## src/rtl/darkaxi_bridge.sv

```systemverilog
`default_nettype none
// +----------------------------------------------------------------------------+
// | Module      : darkaxi_bridge                                               |
// | Description : Converts the darkriscv stall-based data bus into single-beat |
// |               AXI4 transactions (64-bit data, ADDR_W-bit address). One      |
// |               transaction is outstanding at a time; the core is stalled    |
// |               through XHLT until the response has been accepted.           |
// | Ports       : CLK/RESN        clock, synchronous active-low reset          |
// |               XADDR..XDATAO   core request (address, rd/wr, be, wdata)     |
// |               XDATAI, XHLT    read data to core, stall to core             |
// |               ERR             sticky error flag (any non-OKAY response)    |
// |               aw*/w*/b*       AXI4 write address, data, response channels  |
// |               ar*/r*          AXI4 read address and data channels          |
// | Revision    : 1.0  initial release                                         |
// +----------------------------------------------------------------------------+
module darkaxi_bridge #(
  parameter logic [3:0] AXI_ID = 4'h0,
  parameter int         ADDR_W = 29,
  parameter int         DATA_W = 64
) (
  input  logic                  CLK,
  input  logic                  RESN,
  // core side
  input  logic [31:0]           XADDR,
  input  logic                  XRD,
  input  logic                  XWR,
  input  logic [3:0]            XBE,
  input  logic [31:0]           XDATAO,
  output logic [31:0]           XDATAI,
  output logic                  XHLT,
  output logic                  ERR,
  // write address channel
  output logic [3:0]            awid,
  output logic [ADDR_W-1:0]     awaddr,
  output logic [7:0]            awlen,
  output logic [2:0]            awsize,
  output logic [1:0]            awburst,
  output logic                  awlock,
  output logic [3:0]            awcache,
  output logic [2:0]            awprot,
  output logic [3:0]            awqos,
  output logic                  awvalid,
  input  logic                  awready,
  // write data channel
  output logic [DATA_W-1:0]     wdata,
  output logic [DATA_W/8-1:0]   wstrb,
  output logic                  wlast,
  output logic                  wvalid,
  input  logic                  wready,
  // write response channel
  input  logic [3:0]            bid,
  input  logic [1:0]            bresp,
  input  logic                  bvalid,
  output logic                  bready,
  // read address channel
  output logic [3:0]            arid,
  output logic [ADDR_W-1:0]     araddr,
  output logic [7:0]            arlen,
  output logic [2:0]            arsize,
  output logic [1:0]            arburst,
  output logic                  arlock,
  output logic [3:0]            arcache,
  output logic [2:0]            arprot,
  output logic [3:0]            arqos,
  output logic                  arvalid,
  input  logic                  arready,
  // read data channel
  input  logic [3:0]            rid,
  input  logic [DATA_W-1:0]     rdata,
  input  logic [1:0]            rresp,
  input  logic                  rlast,
  input  logic                  rvalid,
  output logic                  rready
);

  typedef enum logic [2:0] {
    S_IDLE  = 3'd0,
    S_WADDR = 3'd1,
    S_WRESP = 3'd2,
    S_RADDR = 3'd3,
    S_RDATA = 3'd4,
    S_DONE  = 3'd5
  } state_t;

  state_t            state_q, state_d;
  // word address only: bit 0 of addr_q is XADDR[2], the 32-bit lane select
  logic [ADDR_W-3:0] addr_q, addr_d;
  logic [31:0]       data_q, data_d;
  logic [3:0]        be_q, be_d;
  logic              aw_done_q, aw_done_d;
  logic              w_done_q, w_done_d;
  logic [31:0]       rdata_q, rdata_d;
  logic              err_q, err_d;

  logic              w_aw_fire;
  logic              w_w_fire;

  // bus id, rlast and the address bits outside the AXI window carry no
  // information for a single-beat, single-outstanding master
  logic              w_unused;
  assign w_unused = ^{bid, rid, rlast, XADDR[31:ADDR_W], XADDR[1:0]};

  // fixed single-beat, 32-bit, INCR attributes
  assign awid    = AXI_ID;
  assign awlen   = 8'd0;
  assign awsize  = 3'b010;
  assign awburst = 2'b01;
  assign awlock  = 1'b0;
  assign awcache = 4'd0;
  assign awprot  = 3'd0;
  assign awqos   = 4'd0;
  assign arid    = AXI_ID;
  assign arlen   = 8'd0;
  assign arsize  = 3'b010;
  assign arburst = 2'b01;
  assign arlock  = 1'b0;
  assign arcache = 4'd0;
  assign arprot  = 3'd0;
  assign arqos   = 4'd0;
  assign wlast   = 1'b1;

  // payload comes only from latched registers, so it is stable while valid
  assign awaddr = {addr_q, 2'b00};
  assign araddr = {addr_q, 2'b00};
  assign wdata  = {data_q, data_q};
  assign wstrb  = addr_q[0] ? {be_q, 4'h0} : {4'h0, be_q};

  // AW and W are independent: each drops as soon as its own handshake is done
  assign awvalid = (state_q == S_WADDR) && !aw_done_q;
  assign wvalid  = (state_q == S_WADDR) && !w_done_q;
  assign bready  = (state_q == S_WRESP);
  assign arvalid = (state_q == S_RADDR);
  assign rready  = (state_q == S_RDATA);

  assign w_aw_fire = awvalid && awready;
  assign w_w_fire  = wvalid && wready;

  // stall as soon as a request shows up in IDLE; release only in DONE
  assign XHLT   = (state_q == S_IDLE) ? (XWR || XRD) : (state_q != S_DONE);
  assign XDATAI = rdata_q;
  assign ERR    = err_q;

  always_comb begin
    state_d   = state_q;
    addr_d    = addr_q;
    data_d    = data_q;
    be_d      = be_q;
    aw_done_d = aw_done_q;
    w_done_d  = w_done_q;
    rdata_d   = rdata_q;
    err_d     = err_q;
    case (state_q)
      S_IDLE: begin
        if (XWR || XRD) begin
          addr_d  = XADDR[ADDR_W-1:2];
          data_d  = XDATAO;
          be_d    = XBE;
          // a simultaneous read and write request resolves to the write
          state_d = XWR ? S_WADDR : S_RADDR;
        end
      end
      S_WADDR: begin
        aw_done_d = aw_done_q || w_aw_fire;
        w_done_d  = w_done_q || w_w_fire;
        if (aw_done_d && w_done_d) begin
          state_d   = S_WRESP;
          aw_done_d = 1'b0;
          w_done_d  = 1'b0;
        end
      end
      S_WRESP: begin
        if (bvalid) begin
          state_d = S_DONE;
          if (bresp != 2'b00) err_d = 1'b1;
        end
      end
      S_RADDR: begin
        if (arready) state_d = S_RDATA;
      end
      S_RDATA: begin
        if (rvalid) begin
          rdata_d = addr_q[0] ? rdata[63:32] : rdata[31:0];
          if (rresp != 2'b00) err_d = 1'b1;
          state_d = S_DONE;
        end
      end
      S_DONE: begin
        // requests still asserted here belong to the finished access
        state_d = S_IDLE;
      end
      default: begin
        state_d = S_IDLE;
      end
    endcase
  end

  always_ff @(posedge CLK) begin
    if (!RESN) begin
      state_q   <= S_IDLE;
      addr_q    <= '0;
      data_q    <= '0;
      be_q      <= '0;
      aw_done_q <= 1'b0;
      w_done_q  <= 1'b0;
      rdata_q   <= '0;
      err_q     <= 1'b0;
    end else begin
      state_q   <= state_d;
      addr_q    <= addr_d;
      data_q    <= data_d;
      be_q      <= be_d;
      aw_done_q <= aw_done_d;
      w_done_q  <= w_done_d;
      rdata_q   <= rdata_d;
      err_q     <= err_d;
    end
  end

endmodule
`default_nettype wire

```

## config.mk

```make
export PLATFORM = sky130hd
export DESIGN_NAME = darkaxi_bridge
export DESIGN_NICKNAME = d
export VERILOG_FILES = /design/src/rtl/darkaxi_bridge.sv
export SDC_FILE = /design/constraint.sdc
export NUM_CORES = 1
export LEC_CHECK = 0
export ABC_CLOCK_PERIOD_IN_PS = 3100
export BUFFER_PORTS_ARGS = -buffer_cell sky130_fd_sc_hd__buf_2
export CORE_AREA = 2 2 149 151
export CTS_CLUSTER_SIZE = 24
export DETAILED_ROUTE_END_ITERATION = 16
export DIE_AREA = 0 0 151 153
export GPL_ROUTABILITY_DRIVEN = 0
export GPL_TIMING_DRIVEN = 0
export SYNTH_ARGS = -nofsm -noshare
export SYNTH_HDL_FRONTEND = slang
export SYNTH_SLANG_ARGS = --single-unit
export TNS_END_PERCENT = 10
```

## constraint.sdc

```tcl
create_clock -name CLK -period 3.1 [get_ports CLK]
set_input_delay 0.31 -clock CLK [delete_from_list [all_inputs] [get_ports CLK]]
set_output_delay 0.31 -clock CLK [all_outputs]
set_load 0.02 [all_outputs]
```

# [Word-level counts from Yosys, hierarchy flattened]
# Cells that the tools add are included.
# Widths: inputs -> output; s select.
[word_totals] ff_bits=101 input_bits=154 output_inout_bits=228
[op_classes] eq_ne=12 n_mux=17 n_reduce_logical=18
[op_table] op="$mux 32" n=1
[op_table] op="$mux 3" n=5
[op_table] op="$pmux 3 s5" n=1
[op_table] op="$ne 2x1->1 const B" n=5
[op_table] op="$reduce_and 5->1" n=2
[op_table] op="$mux 8" n=1
[op_table] op="$mux 1" n=7
[op_table] op="$eq 3x2->1 const B" n=2
[op_table] op="$reduce_bool 2->1" n=3
[op_table] op="$logic_and 1x1->1" n=5
[op_table] op="$ne 2x2->1 const B" n=2
[op_table] op="$reduce_and 2->1" n=2
[op_table] op="$eq 3x1->1 const B" n=1
[op_table] op="$eq 3x3->1 const B" n=1
[op_table] op="$logic_not 3->1" n=1
[op_table] op="$logic_or 1x1->1" n=3
[op_table] op="$ne 3x3->1 const B" n=1
[op_table] op="$logic_not 1->1" n=2
[op_table] op="$mux 2" n=1
[op_table] op="$pmux 1 s2" n=1

# [Longest topological paths before layout]
# Gate-level depths: netlist (run 1).
[logic_depth] ltp_word=7 ltp_mapped=7

# [Worst setup path before layout (run 1)]
# Ideal clock, no wire load.
[synth_path] kind="register to output" startpoint="register addr_q[0]" endpoint="output port wstrb[4]" arrival_ns=1.177 required_time_ns=2.790 slack_ns=1.613 stages_incl_launch_ff=4 n_path_buf=2 path_cell_list="dfxtp_1 clkbuf_1 clkbuf_1 and2_1"
[synth_between] elab_chain_len=1
[synth_lines] item="from (decl)" line="87" text="logic [ADDR_W-3:0] addr_q, addr_d;"
[synth_lines] item="from (signal assigned)" line="209" text="addr_q <= addr_d;"
[synth_lines] item="$mux 8" line="126" text="assign wstrb = addr_q[0] ? {be_q, 4'h0} : {4'h0, be_q};"
[synth_lines] item="to (decl)" line="46" text="output logic [DATA_W/8-1:0] wstrb,"
# Every way passes these cells.

# [Worst setup path after layout (run 1)]
# Same ends and word-level chain as after synthesis.

==> results of run 1 <==
placed cells by master (no fill, tap or decap), drive strengths merged, types with 2 or more instances in the layout:
cell type,Yosys,routed
mux2i,34,34
nor2b,4,4
buf,148,451
a211oi,32,32
and2,4,4
inv,2,4
clkinv,1,5
dfxtp,101,101
nand3,2,2
a21oi,66,66
conb,2,63
nand2,133,133
nor4,2,2
o21ai,4,4
nor2,43,43
clkbuf,12,22
logic make-up after synthesis:
kind of cell,count (synthesis),synth area share [%]
AOI/OAI and AO/OA,109,13.17
DFF,101,40.53
and+or+nand+nor,195,16.03
muxes,34,6.822
other,2,0.1505
buffers and inverters,163,23.30
registers in the layout (all words and copies together), names as in the netlist:
register / cells
XDATAI: 32
state_q: 3
aw_done_q: 1
ERR: 1
addr_q: 27
w_done_q: 1
be_q: 4
data_q: 32
worst min-delay path by stage:
stage                     slack (ns)  cells past startpoint                     from                 endpoint
after CTS                       0.17                      3                XADDR[14]  addr_q[12]$_SDFFE_PN0P_
after global placement          0.46                      2     be_q[1]$_SDFFE_PN0P_     be_q[1]$_SDFFE_PN0P_
after detailed placement        0.46                      2  data_q[25]$_SDFFE_PN0P_  data_q[25]$_SDFFE_PN0P_
after floorplan                 0.44                      2     be_q[0]$_SDFFE_PN0P_     be_q[0]$_SDFFE_PN0P_
after global routing            0.18                      3               XDATAO[19]  data_q[19]$_SDFFE_PN0P_
final                           0.19                      3                XADDR[26]  addr_q[24]$_SDFFE_PN0P_
through the flow:
step                total power [mW]  util (%)  cell area (µm²)
floorplan                      3.866         -             5218
global placement               4.771     32.97             7084
detailed placement             4.798     32.97             7084
CTS                            5.928     34.30             7370
global route                   6.252     34.30             7370
finish                         5.832     34.30             7370
routing by layer:
layer / track usage, % / vias to the layer above
met1: 15.02 / 2166
li1: - / 2555
met3: 3.433 / 12
met4: 3.382 / 0
met5: 0 / -
met2: 23.57 / 231
where the power goes:
| group | switching, mW | internal, mW |
|---|---|---|
| clock | 0.545 | 0.560 |
| sequential | 0.219 | 1.59 |
| combinational | 1.75 | 1.16 |
final cells by class:
cell class | instances | area [µm²]
fillers | 2357 | 14120
well taps | 280 | 350.3
multi-input cells | 401 | 2033
repair buffers | 303 | 1516
inverters | 3 | 11.26
flip-flops and latches | 101 | 2022
plain buffers | 160 | 1151
clock buffers | 10 | 229.0
clock inverters | 6 | 56.30
critical path, stage by stage (launching register included):
cell                       delay, ns
sky130_fd_sc_hd__dfxtp_1        0.38
sky130_fd_sc_hd__clkbuf_1       0.33
sky130_fd_sc_hd__clkbuf_1       0.56
sky130_fd_sc_hd__and2_1         0.22
sky130_fd_sc_hd__buf_2          0.17
==> run metrics, run 1 <==
startpoint of the lowest-slack register-to-register path state_q[1]$_SDFFE_PN0P_; share of async-settable or async-resettable flops after synthesis 0%; quantity of gates resized following cts 0; smallest setup slack after layout 0.7769 ns; unique cell type count in the Yosys netlist 34; die span in x 151 µm; post-place setup slack 0.9142 ns; Via-to-Cell Ratio 3.927; GRT Total Usage 13.01%; Cells after DPL 1248; setup repair after global routing missed its margin false; nets 1133; Fin Setup TNS 0 ns; crit start category flip-flop; cell type contributing the most total cell area after synthesis sky130_fd_sc_hd__dfxtp_1; clk root buf sky130_fd_sc_hd__clkbuf_16; CTS sink cnt 101; starting DRC count in detailed routing 149; number of global-route vias before repair 4420; clock transition at the registers of the reported paths 0.08 ns; count of non-filler cells in the finished layout 1264; Mapped Cells 604; std cell rows 54; height of the die 153 µm; number of flops mapped to enable cells by yosys 0; die area 0.02310 mm²; Final period util 74.94%; Register-to-Register Path Depth 5; metal3 WL 1293 µm; number of warnings reported in the yosys synthesis log 0; endpoint arrival time on the critical path 2.01 ns; final hold slack 0.1889 ns; number of setup buffers added after CTS 0; first drt pass iteration count 5; TritonCTS Buffers 9; share of Yosys cell area claimed by the top area cell type 40.53%; Avg Inst Size Synth 8.259 µm²; startpoint of the most critical setup path addr_q[0]$_SDFFE_PN0P_; top routing layer in use met4; DRC violation count after routing 0; Port Buffer Count 303; share of synthesized area occupied by flip-flops and latches 40.53%; FF-to-FF setup slack 1.29 ns; Total Wirelength 16070 µm; area of the core region 0.02149 mm²; pwr dens 791.4 mW/mm²; final critical delay including setup and external delays 2.323 ns; endpoint required time on the critical path 2.79 ns; number of synthesized register bits 101; timing endpoint of the critical path wstrb[4]; Bufs on Longest Clock Path 2; Routed met2 length 8139 µm; pin count of the biggest net entering global routing 19; Slew headroom 39.32%; worst slew pin tran 0.9034 ns; maximum clock rate 430.5 MHz; via count 4964; leading cell types by count after synthesis 133 x sky130_fd_sc_hd__nand2_1, 126 x sky130_fd_sc_hd__buf_4, 101 x sky130_fd_sc_hd__dfxtp_1; CTS Hold Buffers Added 0; CTS tree yes; starting utilization of the core area 23.22%; ranking of synthesized cells by area sky130_fd_sc_hd__dfxtp_1 41%, sky130_fd_sc_hd__buf_4 19%, sky130_fd_sc_hd__nand2_1 10%, sky130_fd_sc_hd__mux2i_1 6.8%, sky130_fd_sc_hd__a21oi_1 6.6%; share of cells above drive strength 1 48.07%; clock insertion delay at the later pin of the skew report 0.35 ns; max-slew violations 0; Worst VDD drop 0.3112 mV; Max H-tree Level 3; result of the run finished clean; half-perimeter wire length after placement 13150 µm; number of placed I/O pins 382; top-count cell post-synth sky130_fd_sc_hd__nand2_1; per-cell routed wire length 12.72 µm; worst setup path class reg2out; metal1 wirelength 6448 µm; Congestion Overflow GR 0; Antenna Cells 0; Crit Reg-Reg Endpoint addr_q[6]$_SDFFE_PN0P_; Max Fanout on Critical Path 10; worst-case clock skew 0.01185 ns; first-pass GRT wire length 23250 µm; CP endpoint kind output pin; type of the tightest min-delay check in2reg; post-synth design cell area 0.004989 mm²; Leak Pwr 3.889 nW; ANT nets after route 0; top_reg_cell synth sky130_fd_sc_hd__dfxtp_1; # Max-Cap Violations 0; final hold violation count 0; area growth from synthesis to final layout 47.73%; number of antenna violations at the first check in global routing 0; # setup viols final 0
Power figures use the tool's default switching activity.
==> run 2: changes to the inputs <==
--- a/config.mk
+++ b/config.mk
@@ -5,7 +5,8 @@
 export SDC_FILE = /design/constraint.sdc
 export NUM_CORES = 1
 export LEC_CHECK = 0
-export ABC_CLOCK_PERIOD_IN_PS = 3100
+export ABC_AREA = 1
+export ABC_CLOCK_PERIOD_IN_PS = 2400
 export BUFFER_PORTS_ARGS = -buffer_cell sky130_fd_sc_hd__buf_2
 export CORE_AREA = 2 2 149 151
 export CTS_CLUSTER_SIZE = 24
==> constraint.sdc (replaced) <==
create_clock -name CLK -period 2.4 [get_ports CLK]
set_input_delay 0.24 -clock CLK [delete_from_list [all_inputs] [get_ports CLK]]
set_output_delay 0.24 -clock CLK [all_outputs]
set_load 0.02 [all_outputs]
==> run metrics, run 2 <==
result of the run finished clean; worst hold path stage count 3 (unchanged); pwr dens 1155 mW/mm² (+46%); Worst VDD drop 0.4438 mV (+43%); total power 8.570 mW (+47%); clock transition at the registers of the reported paths 0.07 ns (about the same); Critical-path top delay cell sky130_fd_sc_hd__clkbuf_1; Crit Reg-Reg Endpoint addr_q[0]$_SDFFE_PN0P_; clk root buf sky130_fd_sc_hd__clkbuf_16; CP endpoint kind output pin; area fraction in and, or, nand and nor cells after synthesis 11.76% (-4.3 points); setup repair after global routing missed its margin false; Max Fanout on Critical Path 10 (unchanged); CTS tree yes; final critical delay including setup and external delays 2.149 ns; half-perimeter wire length after placement 14070 µm (+7.0%); max-slew violations 0 (unchanged); area of the core region 0.02149 mm² (unchanged); crit start category flip-flop; nets 1217 (+7.4%); number of antenna violations at the first check in global routing 1 (+1); cell type contributing the most total cell area after synthesis sky130_fd_sc_hd__dfxtp_1; first-pass GRT wire length 25190 µm (+8.3%); share of cells above drive strength 1 42.79% (-5.3 points); height of the die 153 µm (unchanged); number of synthesized register bits 101 (unchanged); area growth from synthesis to final layout 48.10%; die span in x 151 µm (unchanged); highest-count cells in the layout ignoring fill and taps 310 x sky130_fd_sc_hd__buf_2, 130 x sky130_fd_sc_hd__a21oi_1, 122 x sky130_fd_sc_hd__buf_4; unique cell type count in the Yosys netlist 21 (-38%); share of synthesized area occupied by flip-flops and latches 40.36% (-0.17 points); worst slew pin tran 0.7233 ns (-0.1802 ns); std cell rows 54 (unchanged); die area 0.02310 mm² (unchanged); starting utilization of the core area 23.32% (+0.099 points); final hold slack 0.1499 ns (-0.03898 ns); post-synth design cell area 0.005010 mm² (+0.43%); worst-case clock skew 0.007104 ns (-0.004747 ns); Port Buffer Count 304 (+0.33%); CTS sink cnt 101 (unchanged); number of placed I/O pins 382 (unchanged); Via-to-Cell Ratio 3.904 (-0.58%); Final period util 89.55%; number of setup buffers added after CTS 0 (unchanged); GRT Total Usage 14.02% (+1.0 points); leading cell types by count after synthesis 130 x sky130_fd_sc_hd__a21oi_1, 122 x sky130_fd_sc_hd__buf_4, 101 x sky130_fd_sc_hd__dfxtp_1; # setup viols final 0 (unchanged); quantity of gates resized following cts 0 (unchanged); startpoint of the lowest-slack register-to-register path state_q[1]$_SDFFE_PN0P_; Mapped Cells 687 (+14%); TritonCTS Buffers 9 (unchanged); Layout Utilization 34.53% (+0.23 points); endpoint required time on the critical path 2.16 ns (-0.63 ns); fraction of synthesized cell area in xor and xnor cells 0% (unchanged); top-count cell post-synth sky130_fd_sc_hd__a21oi_1; number of global-route vias before repair 4640 (+5.0%); ranking of synthesized cells by area sky130_fd_sc_hd__dfxtp_1 40%, sky130_fd_sc_hd__buf_4 18%, sky130_fd_sc_hd__a21oi_1 13%, sky130_fd_sc_hd__o21ai_0 6.8%, sky130_fd_sc_hd__nand2_1 6.3%; CTS Hold Buffers Added 0 (unchanged); worst setup path class reg2out; maximum clock rate 465.3 MHz; cell type with the highest occurrence count on the critical path sky130_fd_sc_hd__clkbuf_1; endpoint arrival time on the critical path 1.91 ns (-0.10 ns); area fraction in compound gates after synthesis 19.93% (+6.8 points); via count 5267 (+6.1%); DRC violation count after routing 0 (unchanged); leading cell type in the layout, fill and taps excluded sky130_fd_sc_hd__buf_2; # Max-Cap Violations 0 (unchanged); Slew headroom 51.78% (+12 points); adder-cell share of the synthesized area 0% (unchanged); number of warnings reported in the yosys synthesis log 0 (unchanged); FF-to-FF setup slack 0.58 ns (-0.71 ns); first drt pass iteration count 4 (-1); main combinational cell family by area after synthesis buffers and inverters; ANT nets after route 0 (unchanged); Congestion Overflow GR 0 (unchanged); Total Wirelength 17110 µm (+6.4%); starting DRC count in detailed routing 223 (+50%); Avg Inst Size Synth 7.292 µm² (-12%); share of Yosys cell area claimed by the top area cell type 40.36% (-0.17 points); cell breakdown of the critical path clkbuf_1 -> clkbuf_1 -> nand2_1 -> inv_1 -> buf_2; number of inserted filler cells in the final layout 2406 (+2.1%); final hold violation count 0 (unchanged); Bufs on Longest Clock Path 2 (unchanged); slowest cell delay on critical path 0.58 ns (+0.02 ns); startpoint of the most critical hold path awready; type of the tightest min-delay check in2reg; top_reg_cell synth sky130_fd_sc_hd__dfxtp_1; portion of netlist area occupied by mux cells 0% (-6.8 points); Leak Pwr 4.089 nW (+5.1%); pin count of the biggest net entering global routing 19 (unchanged); clock insertion delay at the later pin of the skew report 0.35 ns (about the same); Fin Setup TNS 0 ns (unchanged); Hold Crit Endpoint aw_done_q$_SDFFE_PN0N_; per-cell routed wire length 12.68 µm (-0.29%); Max H-tree Level 3 (unchanged); Register-to-Register Path Depth 7 (+2); number of flops mapped to enable cells by yosys 0 (unchanged); share of async-settable or async-resettable flops after synthesis 0% (unchanged)
==> run 2: changes by cell type after synthesis, sizes merged, moves of 13 or more <==
cell,previous run,this run
o21ai,4,68
a211oi,32,0
nand2,133,85
inv,2,74
mux2i,34,0
a21oi,66,130
clkbuf,12,25
buf,148,135
==> run 2: power by group <==
group | switching [mW] | internal [mW] | total [mW]
clock network | 0.710 | 0.827 | 1.54
registers | 0.374 | 2.17 | 2.54
logic | 2.79 | 1.70 | 4.49
==> run 2: cells by family (layout without fill, tap and decap cells) <==
family,Yosys count,after routing
flip-flops,101,101
AO/OA/AOI/OAI,199,199
other,2,64
buffers and inverters,235,555
AND/OR/NAND/NOR,150,150
==> run 2: critical path: cells and delay by family (launching register included) <==
kind | cells | cell delay [ns]
buf+inv | 4 | 1.05
flops | 1 | 0.38
simple gates | 1 | 0.14
==> run 2: cell type report <==
class                   instances  area, µm²  area share, %
clock buffers                   9      225.2          3.035
inverters                      75      281.5          3.794
clock inverters                 7      81.33          1.096
repair buffers                304       1521          20.51
multi-input cells             412       1824          24.59
diodes                          1      2.502        0.03373
well taps                     280      350.3          4.722
plain buffers                 160       1111          14.97
flip-flops and latches        101       2022          27.25
==> run 2: metal layers <==
metal	vias up	share of wire [%]	global-route usage (%)	routed length (µm)
met5	-	0	0	0
met4	0	1.9	4.361	320
met3	25	6.4	3.075	1087
met2	187	49	23.25	8302
met1	2310	43	18.09	7395
li1	2745	-	-	-
==> run 2: worst max path at each step <==
| stage | start | to | slack (ns) | cells after the start |
|---|---|---|---|---|
| 2_1_floorplan | addr_q[0]$_SDFFE_PN0P_ | wstrb[4] | 1.04 | 4 |
| 3_3_place_gp | state_q[1]$_SDFFE_PN0P_ | addr_q[0]$_SDFFE_PN0P_ | 0.42 | 7 |
| 3_5_place_dp | state_q[1]$_SDFFE_PN0P_ | addr_q[0]$_SDFFE_PN0P_ | 0.47 | 7 |
| 4_1_cts | addr_q[0]$_SDFFE_PN0P_ | wstrb[7] | 0.08 | 5 |
| 5_1_grt | addr_q[0]$_SDFFE_PN0P_ | wstrb[7] | 0.03 | 5 |
| 6_report | addr_q[0]$_SDFFE_PN0P_ | wstrb[7] | 0.25 | 5 |
==> run 2: stage by stage <==
step	std cells	area, µm²	setup slack (ns)
2_1_floorplan	748	5239	1.040
3_3_place_gp	1332	7111	0.4174
3_5_place_dp	1332	7111	0.4713
4_1_cts	1348	7417	0.08206
5_1_grt	1349	7420	0.03320
6_report	1349	7420	0.2509
